<file path="src/rtl/det_event_monitor.sv">
`default_nettype none
// ============================================================================
// Module   : det_event_monitor
// Purpose  : Counts 1011-detector pulses overall and per fixed window, and
//            raises a sticky alarm when a window's count reaches THRESH.
// Revision : 1.0 - initial release
// ============================================================================
module det_event_monitor #(
    parameter int CNT_W      = 8,
    parameter int WIN_CYCLES = 32,
    parameter int THRESH     = 3
) (
    input  logic             clk,
    input  logic             rstn,
    input  logic             en,
    input  logic             clr,
    input  logic             det_in,
    output logic [CNT_W-1:0] total_cnt,
    output logic [CNT_W-1:0] win_cnt,
    output logic [CNT_W-1:0] last_win,
    output logic             win_valid,
    output logic             alarm,
    output logic [1:0]       state
);

    localparam int               CYC_W    = (WIN_CYCLES > 2) ? $clog2(WIN_CYCLES) : 1;
    localparam logic [CYC_W-1:0] CYC_LAST = CYC_W'(WIN_CYCLES - 1);
    localparam logic [CNT_W-1:0] CNT_MAX  = {CNT_W{1'b1}};
    localparam logic [CNT_W-1:0] THRESH_V = CNT_W'(THRESH);

    typedef enum logic [1:0] {
        ST_IDLE  = 2'b00,
        ST_RUN   = 2'b01,
        ST_ALARM = 2'b10
    } state_t;

    state_t           state_q, state_d;
    logic [CNT_W-1:0] total_q, total_d;
    logic [CNT_W-1:0] win_q, win_d;
    logic [CNT_W-1:0] last_q, last_d;
    logic [CYC_W-1:0] cyc_q, cyc_d;
    logic             valid_q, valid_d;
    logic             alarm_q, alarm_d;

    logic [CNT_W-1:0] total_inc;
    logic [CNT_W-1:0] win_closing;

    always_comb begin
        total_inc   = (total_q == CNT_MAX) ? total_q : total_q + CNT_W'(1);
        // Window count including this edge's detection; used both as the
        // carried count and as the closing count for the threshold test.
        win_closing = (det_in && (win_q != CNT_MAX)) ? win_q + CNT_W'(1) : win_q;

        state_d = state_q;
        total_d = total_q;
        win_d   = win_q;
        last_d  = last_q;
        cyc_d   = cyc_q;
        valid_d = 1'b0;

        if (clr) begin
            total_d = '0;
            win_d   = '0;
            last_d  = '0;
            cyc_d   = '0;
            case (state_q)
                ST_ALARM: state_d = en ? ST_RUN : ST_IDLE;
                ST_RUN:   state_d = en ? ST_RUN : ST_IDLE;
                default:  state_d = en ? ST_RUN : ST_IDLE;
            endcase
        end else if (!en) begin
            // Disable restarts the window; ALARM stays latched until cleared.
            cyc_d = '0;
            win_d = '0;
            if (state_q == ST_RUN) begin
                state_d = ST_IDLE;
            end
        end else if (state_q == ST_IDLE) begin
            state_d = ST_RUN;
        end else begin
            if (det_in) begin
                total_d = total_inc;
            end
            if (cyc_q == CYC_LAST) begin
                last_d  = win_closing;
                win_d   = '0;
                cyc_d   = '0;
                valid_d = 1'b1;
                if (win_closing >= THRESH_V) begin
                    state_d = ST_ALARM;
                end
            end else begin
                win_d = win_closing;
                cyc_d = cyc_q + CYC_W'(1);
            end
        end

        alarm_d = (state_d == ST_ALARM);
    end

    always_ff @(posedge clk) begin
        if (!rstn) begin
            state_q <= ST_IDLE;
            total_q <= '0;
            win_q   <= '0;
            last_q  <= '0;
            cyc_q   <= '0;
            valid_q <= 1'b0;
            alarm_q <= 1'b0;
        end else begin
            state_q <= state_d;
            total_q <= total_d;
            win_q   <= win_d;
            last_q  <= last_d;
            cyc_q   <= cyc_d;
            valid_q <= valid_d;
            alarm_q <= alarm_d;
        end
    end

    assign total_cnt = total_q;
    assign win_cnt   = win_q;
    assign last_win  = last_q;
    assign win_valid = valid_q;
    assign alarm     = alarm_q;
    assign state     = state_q;

endmodule
`default_nettype wire
</file>
<file path="config.mk">
export PLATFORM = sky130hd
export DESIGN_NAME = det_event_monitor
export DESIGN_NICKNAME = d
export VERILOG_FILES = /design/src/rtl/det_event_monitor.sv
export SDC_FILE = /design/constraint.sdc
export NUM_CORES = 1
export LEC_CHECK = 0
export CELL_PAD_IN_SITES_DETAIL_PLACEMENT = 1
export CELL_PAD_IN_SITES_GLOBAL_PLACEMENT = 2
export CORE_MARGIN = 2
export CORE_UTILIZATION = 29
export DETAILED_ROUTE_END_ITERATION = 8
export PLACE_DENSITY_LB_ADDON = 0.1
export SYNTH_ARGS = -nofsm -noshare
export SYNTH_HDL_FRONTEND = slang
export SYNTH_SLANG_ARGS = --single-unit
</file>
<file path="constraint.sdc">
create_clock -name clk -period 2.4 [get_ports clk]
set_input_delay 0.24 -clock clk [delete_from_list [all_inputs] [get_ports clk]]
set_output_delay 0.24 -clock clk [all_outputs]
set_load 0.05 [all_outputs]
</file>
# Yosys cells after proc, flatten, opt, wreduce, memory -nomap -nowiden
# Cells that the tools add are included.
[word_totals]
register_bits = 33
out_inout_bits = 28
inputBits = 5
elab_cells = 38
[op_classes]
muxes = 11
magnitude_cmp = 1
n_eq_ne = 5
add_sub_neg = 3
n_bitwise = 4
n_reduce_logical = 7
[ops]
columns = ["op", "count"]
rows = [
  ["adder 8 x 1 -> 8 bit (second input constant)", 2],
  ["2-to-1 mux 8 bit", 2],
  ["2-to-1 mux 2 bit", 6],
  ["== test 8 bit (second input constant)", 1],
  [">= comparator 8 x 2 -> 1 bit (second input constant)", 1],
  ["inequality test 8 bit (second input constant)", 1],
  ["adder 5 x 1 -> 5 bit (second input constant)", 1],
  ["== test 5 bit (second input constant)", 1],
  ["2-to-1 mux 5 bit", 1],
  ["inverter 1 bit", 4],
  ["AND reduction 4 bit", 1],
  ["OR reduction 4 bit", 1],
  ["AND reduction 3 bit", 1],
  ["OR reduction 3 bit", 1],
  ["== test 2 x 1 -> 1 bit (second input constant)", 1],
  ["== test 2 bit (second input constant)", 1],
  ["logical NOT 2 bit", 1],
  ["2-to-1 mux 1 bit", 2],
  ["OR reduction 2 bit", 1],
  ["logical AND 1 bit", 1],
]

# Logic depth before layout (Yosys ltp)
[depth]
depth_word = 10
ltp_mapped = 8
depth_no_buf = 6

# Least setup slack after synthesis
# OpenSTA, ideal clock, no wires.
[synth_path]
path_kind = "reg-to-reg"
start = "register win_q[1] (netlist: win_cnt[1])"
end = "register state_q[1] (netlist: state[1])"
setup_time_ns = 0.132
n_path_buf = 0
period_less_slack_ns = 2.233
t_required_ns = 2.268
path_slack_ns = 0.167
stages_incl_launch_ff = 7
arrival_ns = 2.101
path_cell_list = "dfxtp_1 > ha_1 > nand4_2 > a2111oi_2 > o22ai_1 > o41ai_2 > a21oi_1"
[synth_via]
elab_chain_cells = 9
elab_cells_between_ends = 10
cone_classes = "add/sub (1); order compare (1); eq/ne (1); mux (6); reduce/logical (1)"
[synth_lines]
columns = ["item", "line", "text"]
rows = [
  ["from (decl)", "39", "logic [CNT_W-1:0] win_q, win_d;"],
  ["from (signal assigned)", "113", "win_q <= win_d;"],
  ["parallel branches: the longest is 2 deep, another holds adder 8 x 1 -> 8 bit", "--", ""],
  ["2-to-1 mux 8 bit *", "52", "win_closing = (det_in && (win_q != CNT_MAX)) ? win_q + CNT_W'(1) : win_q;"],
  [">= comparator 8 x 2 -> 1 bit *", "89", "if (win_closing >= THRESH_V) begin"],
  ["2-to-1 mux 2 bit *", "89", ""],
  ["2-to-1 mux 2 bit *", "84", "if (cyc_q == CYC_LAST) begin"],
  ["2-to-1 mux 2 bit *", "78", "end else if (state_q == ST_IDLE) begin"],
  ["2-to-1 mux 2 bit *", "71", "end else if (!en) begin"],
  ["2-to-1 mux 2 bit *", "61", "if (clr) begin"],
  ["to (signal assigned)", "111", "state_q <= state_d;"],
  ["to (decl)", "37", "state_t state_q, state_d;"],
]
# Every way passes the cells marked *.
# A chain may end at the register's enable or synchronous reset.

# Worst setup path in the final report
[layout_path]
start = "register win_q[0] (netlist: win_cnt[0])"
end = "register alarm_q (netlist: alarm)"
[layout_via]
elab_chain_cells = 10
elab_cells_between_ends = 11
cone_classes = "add/sub (1); order compare (1); eq/ne (2); mux (6); reduce/logical (1)"
[layout_lines]
columns = ["item", "line", "text"]
rows = [
  ["parallel branches: the longest is 2 deep, another holds adder 8 x 1 -> 8 bit", "--", ""],
  ["2-to-1 mux 8 bit *", "52", ""],
  [">= comparator 8 x 2 -> 1 bit *", "89", ""],
  ["2-to-1 mux 2 bit *", "89", ""],
  ["2-to-1 mux 2 bit *", "84", ""],
  ["2-to-1 mux 2 bit *", "78", ""],
  ["2-to-1 mux 2 bit *", "71", ""],
  ["2-to-1 mux 2 bit *", "61", ""],
  ["== test 2 bit *", "98", "alarm_d = (state_d == ST_ALARM);"],
  ["to (signal assigned)", "117", "alarm_q <= alarm_d;"],
  ["to (decl)", "43", "logic alarm_q, alarm_d;"],
]
# Marked as above.

==> impl_metrics.py <==
metrics = {
    "run_status": {
        "status": "complete, no violations",
    },
    "sta": {
        "max_freq_mhz": 490,
        "fin_tns_setup_ns": 0,
        "rsz0062_at_grt": "no",
        "setup_viol": 0,
        "period_needed_ns": 2.04,
        "finalHoldViolations": 0,
        "maxSlewViolCount": 0,
        "fin_crit_sh": 0.850,
        "skew_ns": 0.00469,
        "slew_headroom": 0.556,
        "worst_slew_pin_slew_ns": 0.664,
    },
    "grt": {
        "grt_first_pass_wirelength_mm": 7.87,
        "grt_max_degree": 16,
        "grt_overflow": 0,
        "antenna_found_initial": 0,
        "grt_pass1_vias": 1583,
        "grt_usage": 0.161,
    },
    "logic_synthesis": {
        "syn-cell-area_um2": 1660,
        "yosys.cell_types.count": 47,
        "yosys-top-cells-count": "dfxtp_1, nor2_1, nand2_1",
        "yosys_warnings": 0,
        "synth_most_common_cell": "dfxtp_1",
        "synth_ff_type": "dfxtp_1",
        "synth.top_cell.area_share": 0.398,
        "ys_async_sr_fraction": 0,
        "seq_area_frac_synth": 0.398,
        "ys_ff_latch": 33,
        "syn_nets": 211,
        "synth_edf_count": 0,
        "synthCells": 202,
        "synth_area_leaders": "dfxtp_1, nor2_1, a21oi_1",
        "avgSynthCellArea_um2": 8.23,
        "yosysTopAreaCell": "dfxtp_1",
    },
    "final_layout": {
        "drive_above_1_share": 0.102,
        "syn2layout_area_growth_pct": 28.2,
        "num_antenna_cells": 0,
        "fillers": 667,
        "nets": 243,
    },
    "critical_path": {
        "crit_path_end_kind": "flip-flop",
        "crit_family": "compound AO/OA/AOI/OAI gates",
        "path_max_fanout": 7,
        "worst_setup_path_start_kind": "flip-flop",
        "setup.worst_path.start": "win_cnt[0]",
        "reg2reg_depth": 6,
        "r2r_start": "win_cnt[0]",
        "path_class": "flip-flop to flip-flop",
        "crit_slowest_cell": "o41ai_2",
        "required_ns": 2.55,
        "crit_buf_inv": 0,
        "r2r_end": "alarm",
        "rrSetupSlack_ns": 0.36,
        "worstPathArrival_ns": 2.19,
        "path_cells": "ha_1, nand4_2, a2111oi_2, o22ai_1, o41ai_2, a21oi_1",
        "slowest_delay_ns": 0.47,
    },
    "hold_path": {
        "min-delay-start": "last_win[2]",
        "min_path_cells": 2,
        "hold_path_end": "last_win[2]",
        "hp-class": "flip-flop to flip-flop",
    },
    "route": {
        "drt_wl_total_mm": 4.76,
        "firstDrtPassIters": 4,
        "wl_per_cell_um": 15.5,
        "drt_iter0_markers": 51,
        "vias": 1613,
        "postRouteAntennaNets": 0,
        "drc_errors": 0,
        "via_per_inst": 5.25,
    },
    "cts": {
        "cts_buffer_depth": 2,
        "cts_max_level": 2,
        "root_buffer": "clkbuf_8",
        "clkSlewWorstSetupHoldPaths_ns": 0.07,
        "cts_tree": "done",
        "postCtsHoldBufs": 0,
        "cts_resized": 0,
        "cts_sinks": 33,
        "cts_setup_buffers": 0,
        "clk_latency_ns": 0.28,
        "cts_made_buffers": 5,
    },
    "placement": {
        "hpwl_mm": 3.68,
        "gp_congestion": 0.847,
        "port_buffers": 32,
    },
    "pwr": {
        "powerDensity_nw_per_um2": 484,
        "leakage_nw": 0.703,
        "irDropWorstVdd_v": 0.000170,
        "p_total_mw": 1.03,
    },
    "floorplanning": {
        "num_rows": 27,
        "fp.dieH_um": 79.7,
        "dieArea_um2": 6350,
        "die_w_um": 79.7,
        "start_util": 0.302,
        "io_pins": 33,
        "coreArea_um2": 5510,
    },
    "run": {
        "maxCapViolations": 0,
    },
}
-- cells in the final DEF, fill, tap and decap left out, types with 5 or more instances in the layout --
cell type / n
nor3_1: 8
o21ai_0: 7
a21oi_1: 19
clkdlybuf4s50_1: 32
a22oi_1: 6
nand2_1: 22
clkbuf_8: 5
nor2_1: 26
dfxtp_1: 33
buf_4: 7
nand3_1: 8
-- stage by stage --
stage               setup WS (ns)  cell area [um^2]  hold WS (ns)  utilization  cells
floorplan                   0.167              1660         0.394            -    202
global placement            0.233              2040         0.445        0.371    299
detailed placement          0.136              2040         0.453        0.371    299
CTS                         0.361              2130         0.464        0.387    307
global route                0.209              2130         0.483        0.387    307
finish                      0.359              2130         0.461        0.387    307
-- sequential cells by signal, summed over array words and instances, names as in the netlist --
name,cells
alarm,1
cyc_q,5
last_win,8
state,2
total_cnt,8
win_cnt,8
win_valid,1
-- power breakdown --
part	switching (mW)	total [mW]	internal, mW	leakage, nW
sequential	0.00310	0.553	0.550	0.266
combinational	0.0425	0.0659	0.0233	0.393
clock	0.212	0.412	0.200	0.0439
-- kinds of logic (layout without fill, tap and decap cells) --
group | after synthesis | count (layout) | synth area share
AOI/OAI and AO/OA | 49 | 49 | 0.193
xor gates and xnor gates | 6 | 6 | 0.0316
adders and majority gates | 4 | 4 | 0.0301
buffers and inverters | 17 | 50 | 0.0550
DFF | 33 | 33 | 0.398
muxes | 3 | 3 | 0.0196
and+or+nand+nor | 90 | 90 | 0.273
-- area by class of cell --
cell class | instances | area [um^2] | area share
Clock buffer | 5 | 68.8 | 0.0323
Sequential cell | 33 | 661 | 0.310
Timing Repair Buffer | 39 | 373 | 0.175
Inverter | 3 | 11.3 | 0.00528
Tap cell | 72 | 90.1 | 0.0423
Clock inverter | 3 | 17.5 | 0.00822
Multi-Input combinational cell | 152 | 910 | 0.427
-- layer usage --
| layer | global-route usage | vias up | wire [um] |
|---|---|---|---|
| met5 | 0 | - | 0 |
| met1 | 0.195 | 787 | 2120 |
| met2 | 0.284 | 31 | 2440 |
| li1 | - | 787 | - |
| met4 | 0.0569 | 0 | 64 |
| met3 | 0.0283 | 8 | 138 |
-- worst register-to-register path, stage by stage (launching register included) --
cell	delay [ns]
dfxtp_1	0.34
ha_1	0.31
nand4_2	0.17
a2111oi_2	0.31
o22ai_1	0.17
o41ai_2	0.47
a21oi_1	0.13
-- how the worst max path moves through the flow --
stage,endpoint,slack (ns),depth (start not counted)
after floorplan,state[1],0.17,6
after global placement,state[1],0.23,6
after detailed placement,alarm,0.14,6
after CTS,alarm,0.36,6
after global routing,alarm,0.21,5
final,alarm,0.36,6
No activity file was read; power rests on OpenSTA's default activity.
